**src/rtl/pulse_synth_pkg.sv**
```systemverilog
// Shared widths, states and limits for the synthetic pulse source
// and the downstream FIR / heart-rate blocks.
package pulse_synth_pkg;

  localparam int TPL_LEN   = 32;
  localparam int TPL_IDX_W = 5;
  localparam int SAMPLE_W  = 9;
  localparam int PERIOD_W  = 11;
  localparam int ACC_W     = SAMPLE_W + 1;

  localparam logic signed [ACC_W-1:0] SAT_HI = 10'sd255;
  localparam logic signed [ACC_W-1:0] SAT_LO = -10'sd256;

  typedef enum logic [1:0] {
    ST_IDLE,
    ST_PULSE,
    ST_REST
  } state_e;

  function automatic logic signed [SAMPLE_W-1:0] sat_sample(
    input logic signed [ACC_W-1:0] v
  );
    if (v > SAT_HI) return SAMPLE_W'(SAT_HI);
    if (v < SAT_LO) return SAMPLE_W'(SAT_LO);
    return SAMPLE_W'(v);
  endfunction

endpackage

```
**src/rtl/pulse_synth_rom.sv**
```systemverilog
// Pulse shape ROM: linear rise to 200 at index 8,
// then a slow linear decay to -7 at index 31.
module pulse_template_rom
  import pulse_synth_pkg::*;
(
  input  logic        [TPL_IDX_W-1:0] idx,
  output logic signed [SAMPLE_W-1:0]  coef
);

  always_comb begin
    coef = '0;
    unique case (idx)
      5'd0:  coef = 9'sd0;
      5'd1:  coef = 9'sd25;
      5'd2:  coef = 9'sd50;
      5'd3:  coef = 9'sd75;
      5'd4:  coef = 9'sd100;
      5'd5:  coef = 9'sd125;
      5'd6:  coef = 9'sd150;
      5'd7:  coef = 9'sd175;
      5'd8:  coef = 9'sd200;
      5'd9:  coef = 9'sd191;
      5'd10: coef = 9'sd182;
      5'd11: coef = 9'sd173;
      5'd12: coef = 9'sd164;
      5'd13: coef = 9'sd155;
      5'd14: coef = 9'sd146;
      5'd15: coef = 9'sd137;
      5'd16: coef = 9'sd128;
      5'd17: coef = 9'sd119;
      5'd18: coef = 9'sd110;
      5'd19: coef = 9'sd101;
      5'd20: coef = 9'sd92;
      5'd21: coef = 9'sd83;
      5'd22: coef = 9'sd74;
      5'd23: coef = 9'sd65;
      5'd24: coef = 9'sd56;
      5'd25: coef = 9'sd47;
      5'd26: coef = 9'sd38;
      5'd27: coef = 9'sd29;
      5'd28: coef = 9'sd20;
      5'd29: coef = 9'sd11;
      5'd30: coef = 9'sd2;
      5'd31: coef = -9'sd7;
    endcase
  end

endmodule

```
**src/rtl/pulse_synth.sv**
```systemverilog
// Synthetic heartbeat waveform source: one signed sample per
// sample period, a beat strobe at each pulse start, optional noise.
module pulse_synth
  import pulse_synth_pkg::*;
#(
  parameter int         CLKS_PER_SAMPLE = 650000,
  parameter int         TEMPLATE_LEN    = 32,
  parameter logic [7:0] LFSR_SEED       = 8'hA5
) (
  input  logic                       clock,
  input  logic                       reset,
  input  logic                       enable,
  input  logic        [PERIOD_W-1:0] period,
  input  logic        [1:0]          gain_shift,
  input  logic                       noise_en,
  output logic                       ready,
  output logic signed [SAMPLE_W-1:0] x,
  output logic                       beat
);

  localparam int CNT_W = $clog2(CLKS_PER_SAMPLE);
  localparam logic [CNT_W-1:0] CNT_LAST =
    CNT_W'(CLKS_PER_SAMPLE - 1);
  localparam logic [TPL_IDX_W-1:0] TIDX_LAST =
    TPL_IDX_W'(TEMPLATE_LEN - 1);
  localparam logic [PERIOD_W-1:0] MIN_PERIOD =
    PERIOD_W'(TEMPLATE_LEN);

  state_e                      state_q, state_d;
  logic        [CNT_W-1:0]     clk_cnt_q, clk_cnt_d;
  logic        [PERIOD_W-1:0]  beat_cnt_q, beat_cnt_d;
  logic        [PERIOD_W-1:0]  eff_q, eff_d;
  logic        [TPL_IDX_W-1:0] tidx_q, tidx_d;
  logic        [7:0]           lfsr_q, lfsr_d;
  logic                        ready_q, ready_d;
  logic                        beat_q, beat_d;
  logic signed [SAMPLE_W-1:0]  x_q, x_d;

  logic                        tick;
  logic                        wrap;
  logic                        active;
  logic        [PERIOD_W-1:0]  period_eff;
  logic signed [SAMPLE_W-1:0]  rom_coef;
  logic signed [SAMPLE_W-1:0]  tpl_val;
  logic signed [ACC_W-1:0]     s_ext;
  logic signed [ACC_W-1:0]     shifted;
  logic signed [ACC_W-1:0]     noise;
  logic signed [ACC_W-1:0]     sum;
  logic        [7:0]           lfsr_next;

  pulse_template_rom u_rom (
    .idx  (tidx_q),
    .coef (rom_coef)
  );

  always_comb begin
    tick   = (clk_cnt_q == CNT_LAST);
    wrap   = (beat_cnt_q == eff_q - PERIOD_W'(1));
    active = (state_q == ST_PULSE) || (state_q == ST_REST);
    period_eff = (period < MIN_PERIOD) ? MIN_PERIOD : period;
    tpl_val = (state_q == ST_PULSE) ? rom_coef : '0;
    s_ext   = ACC_W'(tpl_val);
    shifted = s_ext >>> gain_shift;
    noise   = noise_en ? ACC_W'($signed(lfsr_q[3:0])) : '0;
    sum     = shifted + noise;
    // Fibonacci taps 8,6,5,4
    lfsr_next = {lfsr_q[6:0],
                 lfsr_q[7] ^ lfsr_q[5] ^ lfsr_q[4] ^ lfsr_q[3]};
  end

  always_comb begin
    state_d    = state_q;
    clk_cnt_d  = clk_cnt_q;
    beat_cnt_d = beat_cnt_q;
    tidx_d     = tidx_q;
    eff_d      = eff_q;
    lfsr_d     = lfsr_q;
    x_d        = x_q;
    ready_d    = 1'b0;
    beat_d     = 1'b0;
    if (!enable || !active) begin
      state_d    = enable ? ST_PULSE : ST_IDLE;
      clk_cnt_d  = '0;
      beat_cnt_d = '0;
      tidx_d     = '0;
      x_d        = '0;
    end else if (!tick) begin
      clk_cnt_d = clk_cnt_q + CNT_W'(1);
    end else begin
      clk_cnt_d  = '0;
      ready_d    = 1'b1;
      lfsr_d     = lfsr_next;
      x_d        = sat_sample(sum);
      beat_cnt_d = wrap ? '0 : beat_cnt_q + PERIOD_W'(1);
      if (state_q == ST_PULSE) begin
        tidx_d = tidx_q + TPL_IDX_W'(1);
        if (tidx_q == '0) begin
          beat_d = 1'b1;
          eff_d  = period_eff;
        end
      end
      if (wrap) begin
        state_d = ST_PULSE;
        tidx_d  = '0;
      end else if (state_q == ST_PULSE && tidx_q == TIDX_LAST) begin
        state_d = ST_REST;
      end
    end
  end

  always_ff @(posedge clock) begin
    if (reset) begin
      state_q    <= ST_IDLE;
      clk_cnt_q  <= '0;
      beat_cnt_q <= '0;
      tidx_q     <= '0;
      eff_q      <= MIN_PERIOD;
      lfsr_q     <= LFSR_SEED;
      ready_q    <= 1'b0;
      beat_q     <= 1'b0;
      x_q        <= '0;
    end else begin
      state_q    <= state_d;
      clk_cnt_q  <= clk_cnt_d;
      beat_cnt_q <= beat_cnt_d;
      tidx_q     <= tidx_d;
      eff_q      <= eff_d;
      lfsr_q     <= lfsr_d;
      ready_q    <= ready_d;
      beat_q     <= beat_d;
      x_q        <= x_d;
    end
  end

  assign ready = ready_q;
  assign beat  = beat_q;
  assign x     = x_q;

endmodule

```
**config.mk**
```make
export PLATFORM = sky130hd
export DESIGN_NAME = pulse_synth
export DESIGN_NICKNAME = d
export VERILOG_FILES = /design/src/rtl/pulse_synth_pkg.sv /design/src/rtl/pulse_synth_rom.sv /design/src/rtl/pulse_synth.sv
export SDC_FILE = /design/constraint.sdc
export NUM_CORES = 1
export LEC_CHECK = 0
export CORE_MARGIN = 2
export CORE_UTILIZATION = 65
export CTS_BUF_LIST = sky130_fd_sc_hd__clkbuf_8 sky130_fd_sc_hd__clkbuf_16
export CTS_CLUSTER_SIZE = 8
export DETAILED_ROUTE_END_ITERATION = 6
export GPL_TIMING_DRIVEN = 0
export PLACE_DENSITY_LB_ADDON = 0.15
export SLEW_MARGIN = 15
export SYNTH_ARGS = -nofsm -noshare
export SYNTH_HDL_FRONTEND = slang
export SYNTH_SLANG_ARGS = --single-unit
```
**constraint.sdc**
```tcl
create_clock -name clock -period 6.04 [get_ports clock]
set_input_delay 0.604 -clock clock [delete_from_list [all_inputs] [get_ports clock]]
set_output_delay 0.604 -clock clock [all_outputs]
set_load 0.05 [all_outputs]
```
==> flow_summary.ini <==
[yosys]
yosysTopAreaCell = dfxtp_1
netlist_instances = 552
yosys_warnings = 0
yosys-top-cells-area = dfxtp_1 (33%), ha_1 (6.5%), nand2_1 (6.0%), xnor2_1 (4.9%), nor2_1 (4.1%)
syn_avg_cell_area_um2 = 8.35
synth_ff_type = dfxtp_1
synth-seq-cells = 77
syn_nets = 594
synth_top_area_share_pct = 33.5
synth_most_common_cell = dfxtp_1
synth_edf_count = 0
ys_types = 71
synth_commonest_cells = dfxtp_1 (77), nand2_1 (74), nor2_1 (50)
syn_area_um2 = 4610
yosysSeqAreaShare_pct = 33.5
synthArstFlopShare_pct = 0

[worst_setup_path]
path_cells = clkdlybuf4s50_1 > clkbuf_1 > mux4_2 > and2_1 > ha_1 > inv_1 > fa_1 > nor2b_1 > o21ai_0 > a21boi_0 > o21ai_0 > a21oi_1 > o2111ai_1 > o221ai_1 > o21bai_1 > o211ai_1
critPathRequiredTime_ns = 6.27
arrival_ns = 4.71
cpPeakStageDelay_ns = 0.59
cp-start-kind = input pin
critPathSlowestCell = o221ai_1
worstSetupEndpointType = flip-flop
crit_fanout = 10
setup.worst_path.class = input pin to flip-flop
crit_top_cell = o21ai_0
path_buf_inv = 3
critPathTopFamily = compound AO/OA/AOI/OAI gates

[power_and_ir_drop]
p_leak_nw = 1.94
ir_drop_uv = 133
power_per_cell_area_nw_per_um2 = 181
finalPower_mw = 0.939

[sta]
setup_tns_ns = 0
max_slew_margin_pct = 46.7
fmax_ghz = 0.223
min_period_over_period_pct = 74.2
min_period_ns = 4.48
finalHoldViolCount = 0
worst_pin_slew_ns = 0.793
timing.final.ws_setup_ns = 1.56
finalClockSkew_ns = 0.0143
rsz0062_at_grt = false
setup_viol = 0
drv_slew = 0

[clocking]
cts_setup_buffers = 0
cts_sinks = 77
cts_buffers = 9
hold_buffers = 0
cts_buffer_depth = 2
clk_pin_slew_worst_paths_ns = 0.09
clock_latency_ns = 0.36
cts_tree = yes
htreeDepth = 3
clockRootBuffer = clkbuf_8
cts_resized = 0

[placement]
numPortBuffers = 26
hpwl_mm = 7.48
gp_congestion = 0.912
post_dp_cell_area_um2 = 4990
place_worst_setup_slack_ns = 1.30

[finish]
finish.utilization_pct = 75.9
area_growth_syn_to_layout_pct = 12.5
n_antenna_cell = 0
fin_nets = 631
n_fill_cell = 527
seq_area_um2 = 1540
drive_above_1_share_pct = 7.24
design_area_um2 = 5180
multi_input_area_um2 = 2880

[global_route]
grt_pass1_wl_mm = 16.8
grt_pass1_vias = 3607
track_usage_pct = 27.3
antenna_found_initial = 0
grt_start_max_net_pins = 15
grt_overflow_total = 0

[route]
dr.pass1.iters = 6
wl_met3_um = 466
avgViaCountPerCell = 5.80
routed.top_layer = met4
met1Wirelength_mm = 4.76
vias = 3999
drc = 0
postRouteWirelength_mm = 10.1
drt_iter0_markers = 261
route.met2.wl_mm = 4.71
drtAntennaViolNets = 0
wl_per_cell_um = 14.6

[floorplan]
die_w_um = 88.2
start_util_pct = 67.4
fp.dieH_um = 88.2
core_um2 = 6830
dieArea_um2 = 7780
rows = 30
io_pins = 28

[hold_path]
hp-class = flip-flop to flip-flop

[outcome]
status = finished, final reports clean

[flow_run]
maxCapViolCount = 0
## worst min-delay path, delay by kind of cell, from the launching register on
kind | cells | cell delay [ns]
AO/OA/AOI/OAI | 1 | 0.05
flip-flops | 1 | 0.32
AND/OR/NAND/NOR | 1 | 0.05
## power by group
part / internal (mW) / switching, mW
sequential: 0.508 / 0.000605
combinational: 0.0162 / 0.0183
clock: 0.192 / 0.204
## cells by family (layout without fill, tap and decap cells)
| family | after synthesis | after routing | share of synthesized area, % |
|---|---|---|---|
| and+or+nand+nor | 244 | 244 | 27.0 |
| AOI/OAI and AO/OA | 106 | 106 | 15.6 |
| DFF | 77 | 77 | 33.5 |
| xor gates and xnor gates | 48 | 48 | 9.42 |
| buffers and inverters | 42 | 84 | 3.99 |
| adders and majority gates | 25 | 25 | 6.95 |
| muxes | 10 | 10 | 3.56 |
## cells in the final DEF (no fill, tap or decap), types with 5 or more instances in the layout
cell              n
and2_1           15
ha_1             24
clkbuf_1         13
o211ai_1          8
and3_1           12
dfxtp_1          77
nand4_1           8
a21o_1            6
inv_1            24
or3_1             5
nand3b_1          6
nor2b_1           6
nand2_1          74
a21boi_0          5
mux4_2            5
clkdlybuf4s50_1  26
nand2b_1          7
nor3_1            6
nor2_1           50
a21oi_1          27
xor2_1           21
nor4_1            6
clkbuf_8          9
nand3_1          26
o21ai_0          23
xnor2_1          26
## path summary, 6_finish.rpt
path               endpoint  depth (start not counted)  slack (ns)           from
hold reg to reg   lfsr_q[6]                          2        0.46      lfsr_q[6]
setup reg to reg       x[0]                         16        1.87     state_q[1]
setup / recovery       x[0]                         16        1.56  gain_shift[1]
hold / removal    lfsr_q[6]                          2        0.46      lfsr_q[6]
## routing by layer
metal | global-route usage, % | vias up
met5 | 0 | -
met4 | 7.58 | 0
met3 | 4.43 | 15
met2 | 44.6 | 107
met1 | 37.7 | 1868
li1 | - | 2009
## registers in the layout, indices dropped and copies added (netlist names)
register,cells
clk_cnt_q,20
beat_cnt_q,11
eff_q,11
u_rom.coef,9
x,9
lfsr_q,8
tidx_q,5
state_q,2
beat,1
ready,1
## stage by stage
stage               hold WS, ns  std cells
floorplan                 0.418        552
finish                    0.458        690
global placement          0.434        674
global route              0.473        690
CTS                       0.454        690
detailed placement        0.445        674
## final cells by class
type                    count  area share [%]
plain buffers              17            1.59
clock inverters             7            1.42
clock buffers               9            2.39
repair buffers             26            5.02
flip-flops and latches     77            29.7
multi-input cells         433            55.6
inverters                  25            1.95
well taps                  96            2.32
Note: power is estimated with default switching activity, not from simulation.
